**config.mk**
```make
export PLATFORM = sky130hd
export DESIGN_NAME = muldiv_unit_flat
export DESIGN_NICKNAME = d
export VERILOG_FILES = /design/src/rtl/muldiv_unit_if.sv /design/src/rtl/muldiv_unit.sv /design/src/flat_wrapper.sv
export SDC_FILE = /design/constraint.sdc
export NUM_CORES = 2
export LEC_CHECK = 0
export CELL_PAD_IN_SITES_DETAIL_PLACEMENT = 1
export CELL_PAD_IN_SITES_GLOBAL_PLACEMENT = 2
export CORE_ASPECT_RATIO = 1.75
export CORE_MARGIN = 1.5
export CORE_UTILIZATION = 35
export CTS_CLUSTER_DIAMETER = 60
export DETAILED_ROUTE_END_ITERATION = 6
export PLACE_DENSITY = 0.83
export SETUP_SLACK_MARGIN = 0.4
export SLEW_MARGIN = 15
export SYNTH_ARGS = -nofsm -noshare
export SYNTH_HDL_FRONTEND = slang
export SYNTH_SLANG_ARGS = --single-unit
```
**constraint.sdc**
```tcl
create_clock -name clk -period 13.4 [get_ports clk]
set_clock_uncertainty 0.05 [all_clocks]
set_input_delay 2.68 -clock clk [delete_from_list [all_inputs] [get_ports clk]]
set_output_delay 2.68 -clock clk [all_outputs]
set_load 0.05 [all_outputs]
```
**src/rtl/muldiv_unit_if.sv**
```systemverilog
// Request/result bus between the pipeline controller and the multiply/divide unit.
// The controller drives the request side.
// The unit returns its status and the HI/LO registers.
interface muldiv_unit_if;
    logic        start;
    logic [2:0]  op;
    logic [31:0] rs1;
    logic [31:0] rt1;
    logic        busy;
    logic        done;
    logic [31:0] hi;
    logic [31:0] lo;

    modport master (
        output start, op, rs1, rt1,
        input  busy, done, hi, lo
    );

    modport slave (
        input  start, op, rs1, rt1,
        output busy, done, hi, lo
    );
endinterface

```
**src/rtl/muldiv_unit.sv**
```systemverilog
// Multi-cycle multiply/divide unit with HI/LO result registers.
// Multiplies form the product when the op is accepted, then hold busy for MUL_CYCLES.
// Divides use a radix-2 restoring algorithm that produces one quotient bit per cycle
// over 32 cycles.
// HI/LO change only when an operation completes, so partial results are never visible.
module muldiv_unit #(
    parameter int MUL_CYCLES = 5
) (
    input  logic          clk,
    input  logic          reset,
    muldiv_unit_if.slave  bus
);

    localparam int DIV_CYCLES = 32;
    localparam int MAX_CYCLES = (MUL_CYCLES > DIV_CYCLES) ? MUL_CYCLES : DIV_CYCLES;
    localparam int CNT_W      = $clog2(MAX_CYCLES + 1);

    localparam logic [2:0] OP_MULT  = 3'b000;
    localparam logic [2:0] OP_MULTU = 3'b001;
    localparam logic [2:0] OP_DIV   = 3'b010;
    localparam logic [2:0] OP_DIVU  = 3'b011;
    localparam logic [2:0] OP_MTHI  = 3'b100;
    localparam logic [2:0] OP_MTLO  = 3'b101;

    typedef enum logic [1:0] {
        ST_IDLE,
        ST_MUL,
        ST_DIV
    } state_e;

    state_e             state_q, state_d;
    logic [CNT_W-1:0]   cnt_q;
    logic [31:0]        hi_q, lo_q;
    logic               done_q;
    logic [63:0]        prod_q;
    logic [31:0]        quot_q;      // dividend bits shift out, quotient bits shift in
    logic [31:0]        rem_q;       // partial remainder, always < divisor
    logic [31:0]        dvs_q;       // divisor magnitude
    logic               neg_quot_q;
    logic               neg_rem_q;
    logic               div_zero_q;

    // Control decoded by the output process
    logic               accept;
    logic               last_step;
    logic               is_mul_op;
    logic               is_div_op;

    // Operand preparation and divide step
    logic [63:0]        mul_a, mul_b, prod_d;
    logic               div_signed;
    logic [31:0]        abs_a, abs_b;
    logic [32:0]        rem_shift, diff;
    logic [31:0]        rem_d, quot_d;
    logic [31:0]        quot_fix, rem_fix;

    // State register
    always_ff @(posedge clk) begin
        // NOTE: sequential state uses non-blocking assignments so every register samples pre-edge values.
        if (reset) state_q <= ST_IDLE;
        else       state_q <= state_d;
    end

    // Next-state logic: only IDLE accepts new work; both busy states return after their last step
    always_comb begin
        // NOTE: default assignment first, so no path through this block can infer a latch.
        state_d = state_q;
        unique case (state_q)
            ST_IDLE: begin
                if (bus.start && is_mul_op)      state_d = ST_MUL;
                else if (bus.start && is_div_op) state_d = ST_DIV;
            end
            ST_MUL, ST_DIV: begin
                if (cnt_q == CNT_W'(1)) state_d = ST_IDLE;
            end
            default: state_d = ST_IDLE;
        endcase
    end

    // Output logic: status flags, op classification and the completion strobe
    always_comb begin
        is_mul_op = (bus.op == OP_MULT) || (bus.op == OP_MULTU);
        is_div_op = (bus.op == OP_DIV)  || (bus.op == OP_DIVU);
        accept    = (state_q == ST_IDLE) && bus.start;
        last_step = (state_q != ST_IDLE) && (cnt_q == CNT_W'(1));
        bus.busy  = (state_q != ST_IDLE);
        bus.done  = done_q;
        bus.hi    = hi_q;
        bus.lo    = lo_q;
    end

    // Operand conditioning: sign/zero extension for multiply, magnitudes for divide
    always_comb begin
        mul_a      = {{32{(bus.op == OP_MULT) & bus.rs1[31]}}, bus.rs1};
        mul_b      = {{32{(bus.op == OP_MULT) & bus.rt1[31]}}, bus.rt1};
        // Low 64 bits of the extended product are exact for both signed and unsigned operands
        prod_d     = mul_a * mul_b;
        div_signed = (bus.op == OP_DIV);
        abs_a      = (div_signed && bus.rs1[31]) ? (32'd0 - bus.rs1) : bus.rs1;
        abs_b      = (div_signed && bus.rt1[31]) ? (32'd0 - bus.rt1) : bus.rt1;
    end

    // One restoring-division step, plus sign correction of the final result
    always_comb begin
        rem_shift = {rem_q, quot_q[31]};
        diff      = rem_shift - {1'b0, dvs_q};
        if (!diff[32]) begin
            rem_d  = diff[31:0];
            quot_d = {quot_q[30:0], 1'b1};
        end else begin
            rem_d  = rem_shift[31:0];
            quot_d = {quot_q[30:0], 1'b0};
        end
        // Magnitudes are divided, then negated, so the quotient truncates toward zero
        quot_fix = neg_quot_q ? (32'd0 - quot_d) : quot_d;
        rem_fix  = neg_rem_q  ? (32'd0 - rem_d)  : rem_d;
    end

    // Datapath: latch operands on accept, iterate, and commit HI/LO on the last step
    always_ff @(posedge clk) begin
        if (reset) begin
            cnt_q      <= '0;
            hi_q       <= '0;
            lo_q       <= '0;
            done_q     <= 1'b0;
            prod_q     <= '0;
            quot_q     <= '0;
            rem_q      <= '0;
            dvs_q      <= '0;
            neg_quot_q <= 1'b0;
            neg_rem_q  <= 1'b0;
            div_zero_q <= 1'b0;
        end else begin
            done_q <= 1'b0;
            if (accept) begin
                if (is_mul_op) begin
                    prod_q <= prod_d;
                    cnt_q  <= CNT_W'(MUL_CYCLES);
                end else if (is_div_op) begin
                    quot_q     <= abs_a;
                    rem_q      <= '0;
                    dvs_q      <= abs_b;
                    neg_quot_q <= div_signed & (bus.rs1[31] ^ bus.rt1[31]);
                    neg_rem_q  <= div_signed & bus.rs1[31];
                    div_zero_q <= (bus.rt1 == 32'd0);
                    cnt_q      <= CNT_W'(DIV_CYCLES);
                end else if (bus.op == OP_MTHI) begin
                    hi_q   <= bus.rs1;
                    done_q <= 1'b1;
                end else if (bus.op == OP_MTLO) begin
                    lo_q   <= bus.rs1;
                    done_q <= 1'b1;
                end
            end else if (state_q == ST_MUL) begin
                cnt_q <= cnt_q - CNT_W'(1);
                if (last_step) begin
                    hi_q   <= prod_q[63:32];
                    lo_q   <= prod_q[31:0];
                    done_q <= 1'b1;
                end
            end else if (state_q == ST_DIV) begin
                cnt_q  <= cnt_q - CNT_W'(1);
                quot_q <= quot_d;
                rem_q  <= rem_d;
                if (last_step) begin
                    // A zero divisor still runs the full latency but leaves HI/LO intact
                    if (!div_zero_q) begin
                        hi_q <= rem_fix;
                        lo_q <= quot_fix;
                    end
                    done_q <= 1'b1;
                end
            end
        end
    end

endmodule

```
**src/flat_wrapper.sv**
```systemverilog
// flat-port wrapper written by rule: the top's interface ports become plain ports
module muldiv_unit_flat 
#(
    parameter int MUL_CYCLES = 5
)
  (clk, reset, bus_start, bus_op, bus_rs1, bus_rt1, bus_busy, bus_done, bus_hi, bus_lo);
  muldiv_unit_if bus_i ();
  input  logic clk;
  input  logic reset;
  input wire logic [$bits(bus_i.start)-1:0] bus_start;
  input wire logic [$bits(bus_i.op)-1:0] bus_op;
  input wire logic [$bits(bus_i.rs1)-1:0] bus_rs1;
  input wire logic [$bits(bus_i.rt1)-1:0] bus_rt1;
  output wire logic [$bits(bus_i.busy)-1:0] bus_busy;
  output wire logic [$bits(bus_i.done)-1:0] bus_done;
  output wire logic [$bits(bus_i.hi)-1:0] bus_hi;
  output wire logic [$bits(bus_i.lo)-1:0] bus_lo;
  assign bus_i.start = bus_start;
  assign bus_i.op = bus_op;
  assign bus_i.rs1 = bus_rs1;
  assign bus_i.rt1 = bus_rt1;
  assign bus_busy = bus_i.busy;
  assign bus_done = bus_i.done;
  assign bus_hi = bus_i.hi;
  assign bus_lo = bus_i.lo;
  muldiv_unit #(.MUL_CYCLES(MUL_CYCLES)) u_core (.clk(clk), .reset(reset), .bus(bus_i));
endmodule
```
==> flow_summary.yaml <==
run_status:
  status: "completed"
sta:
  period_share_pct: 88.7
  relSlewSlack_pct: 14.6
  fin_crit_ns: 11.89
  tns_ns: 0
  hold_viol: 0
  max_freq_mhz: 84.1
  setup_viol_count_final: 0
  worst_pin_slew_ns: 1.28
  slew_viol_final: 0
  rsz0062_at_grt: "no"
  whs_ns: 0.403
place:
  place_inst: 8105
  dp_hpwl_um: 158000
  place_congestion: 0.930
  port_buffers: 135
critical_path:
  worst_path_most_repeated_cell: "fa_1"
  slowest_delay_ns: 1.00
  criticalPathCategory: "in -> reg"
  crit_arrival_ns: 12.36
  cp-end-kind: "flop"
  start_kind: "input pin"
  critPathSlowestCell: "clkdlybuf4s50_1"
  worstPathRequired_ns: 13.87
  critPathMaxFanout: 20
final_layout:
  syn_to_final_growth_pct: 7.41
  multi_input_area_mm2: 0.0422
  drive_above_1_share_pct: 4.54
  final_cells: 8150
  num-fill-cells: 18000
  final_core_util_pct: 37.9
  regArea_mm2: 0.00472
  nNetsFinal: 7585
synthesis:
  async_reset_ff_share_pct: 0
  synthCells: 6267
  avgSynthCellArea_um2: 8.44
  synth_top_area_share_pct: 42.6
  synth_area_leaders: "fa_1, dfxtp_1, inv_1"
  synth_edf_count: 0
  synthTopCellsByCount: "inv_1, fa_1, nand2_1"
  synth_top_area_cell: "fa_1"
  ys_seq_elements: 236
  ys_warn_count: 0
  netlist_area_mm2: 0.0529
  synth_most_common_cell: "inv_1"
  ys.flop_type: "dfxtp_1"
  syn_nets: 7717
  seq_area_frac_synth_pct: 8.93
  ys_types: 94
run:
  cap_viol_max_count: 0
floorplan:
  dieArea_mm2: 0.154
  pin_count: 136
  std_cell_rows: 188
  coreArea_mm2: 0.150
  initial_utilization_pct: 35.3
  die_x_um: 297
  die_height_um: 517
cts:
  cts_tree: "done"
  root_buffer: "clkbuf_16"
  clock_path_buffers: 3
  numCtsBuffers: 23
  htree_levels: 1
  ctsResizeCount: 0
  clock_sinks: 236
  cts_setup_buffers: 0
  clk_pin_slew_worst_paths_ns: 0.07
  clk-insertion-delay-late_ns: 0.61
  cts_hold_buf: 0
global_route:
  grt_pass1_vias: 50100
  grt_pass1_wl_um: 308000
  grt_usage_pct: 26.5
  overflow: 0
  antenna_found_initial: 13
  grt_max_degree: 91
routing:
  vias: 44200
  antenna_left: 0
  drtIter0Drc: 2425
  first_pass_iters: 5
  viasPerCell: 5.42
  remaining_drc_errors: 0
  wl_um: 202000
  wl_per_cell_um: 24.8
min_path:
  hold_path_class: "reg -> reg"
state kept, by name, summed over array words and instances, names as in the netlist:
name,cells
u_core.prod_q,64
u_core.bus.hi,32
u_core.bus.lo,32
u_core.dvs_q,32
u_core.quot_q,32
u_core.rem_q,32
u_core.cnt_q,6
u_core.state_q,2
u_core.bus.done,1
u_core.div_zero_q,1
u_core.neg_quot_q,1
u_core.neg_rem_q,1
metal layers:
layer | wire, um | part of all wire, % | global-route usage, % | up-vias
li1 | - | - | - | 18900
met1 | 74800 | 37 | 29.6 | 23400
met2 | 104000 | 52 | 48.6 | 1331
met3 | 8880 | 4.4 | 2.53 | 574
met4 | 13800 | 6.8 | 16.1 | 18
met5 | 107 | 0.053 | 0 | -
logic make-up (layout without fill, tap and decap cells):
| family | Yosys count | in the layout | share of synthesized area [%] |
|---|---|---|---|
| mux | 47 | 47 | 0.913 |
| other cells | 0 | 3 | 0 |
| buf+inv | 1622 | 1507 | 11.6 |
| xor+xnor | 163 | 163 | 2.70 |
| flops | 236 | 236 | 8.93 |
| fa+ha+maj | 1380 | 1380 | 48.6 |
| compound gates | 818 | 818 | 10.1 |
| simple gates | 2001 | 2001 | 17.2 |
per-stage QoR:
stage / area, um^2 / worst slack (ns)
6_report: 56800 / 1.51
5_1_grt: 56800 / 1.11
4_1_cts: 56800 / 1.58
3_5_place_dp: 56000 / 0.985
3_3_place_gp: 56000 / 0.973
2_1_floorplan: 52900 / 2.56
final timing paths:
check | start | depth (start not counted) | slack [ns] | endpoint
max | bus_rt1[2] | 30 | 1.51 | u_core.prod_q[57]
min | u_core.bus.hi[5] | 2 | 0.40 | u_core.bus.hi[5]
min reg2reg | u_core.bus.hi[5] | 2 | 0.40 | u_core.bus.hi[5]
max reg2reg | u_core.quot_q[31] | 22 | 6.95 | u_core.bus.hi[22]
worst max-delay path: cells and delay by family:
family,cells,cell delay [ns]
AO/OA/AOI/OAI,8,2.46
adder cells (fa/ha/maj),9,4.31
buffers and inverters,8,1.86
AND/OR/NAND/NOR,5,1.02
layout make-up:
type | count | share of cell area, %
diodes | 3 | 0.0132
clock buffers | 29 | 1.10
clock inverters | 13 | 0.449
inverters | 1214 | 8.02
multi-input cells | 4409 | 74.2
flip-flops and latches | 236 | 8.31
well taps | 1995 | 4.39
repair buffers | 251 | 3.56
cell usage in the layout, fill, tap and decap left out, types with 9 or more instances in the layout:
| master | synthesis | layout |
|---|---|---|
| inv_1 | 1211 | 1210 |
| fa_1 | 1126 | 1126 |
| nand2_1 | 1082 | 1081 |
| nor2_1 | 300 | 299 |
| and2_1 | 282 | 280 |
| ha_1 | 254 | 253 |
| a21oi_1 | 244 | 244 |
| dfxtp_1 | 236 | 236 |
| o21ai_0 | 165 | 165 |
| buf_4 | 0 | 114 |
| xnor2_1 | 108 | 108 |
| clkdlybuf4s50_1 | 0 | 89 |
| nand3_1 | 61 | 61 |
| a211oi_1 | 57 | 57 |
| a21o_1 | 55 | 54 |
| xor2_1 | 55 | 54 |
| nor3_1 | 55 | 53 |
| o211ai_1 | 46 | 46 |
| buf_2 | 14 | 45 |
| and3_1 | 39 | 39 |
| mux2i_1 | 37 | 37 |
| or3_1 | 34 | 33 |
| a31oi_1 | 29 | 29 |
| a22oi_1 | 26 | 26 |
| a311oi_1 | 24 | 24 |
| clkbuf_16 | 0 | 23 |
| nand4_1 | 20 | 20 |
| nand2b_1 | 20 | 20 |
| o31ai_1 | 19 | 19 |
| o21a_1 | 18 | 18 |
| nor2b_1 | 17 | 17 |
| or2_2 | 16 | 16 |
| nor4_1 | 13 | 13 |
| o41ai_1 | 12 | 12 |
| o21bai_1 | 11 | 11 |
| a2111oi_0 | 10 | 10 |
| nor4b_1 | 10 | 10 |
| mux2_2 | 10 | 10 |
| nand3b_1 | 9 | 9 |
Power is left out: the tool's default activity adds up to more than one toggle a clock period on the data nets, which glitch-free logic cannot reach.
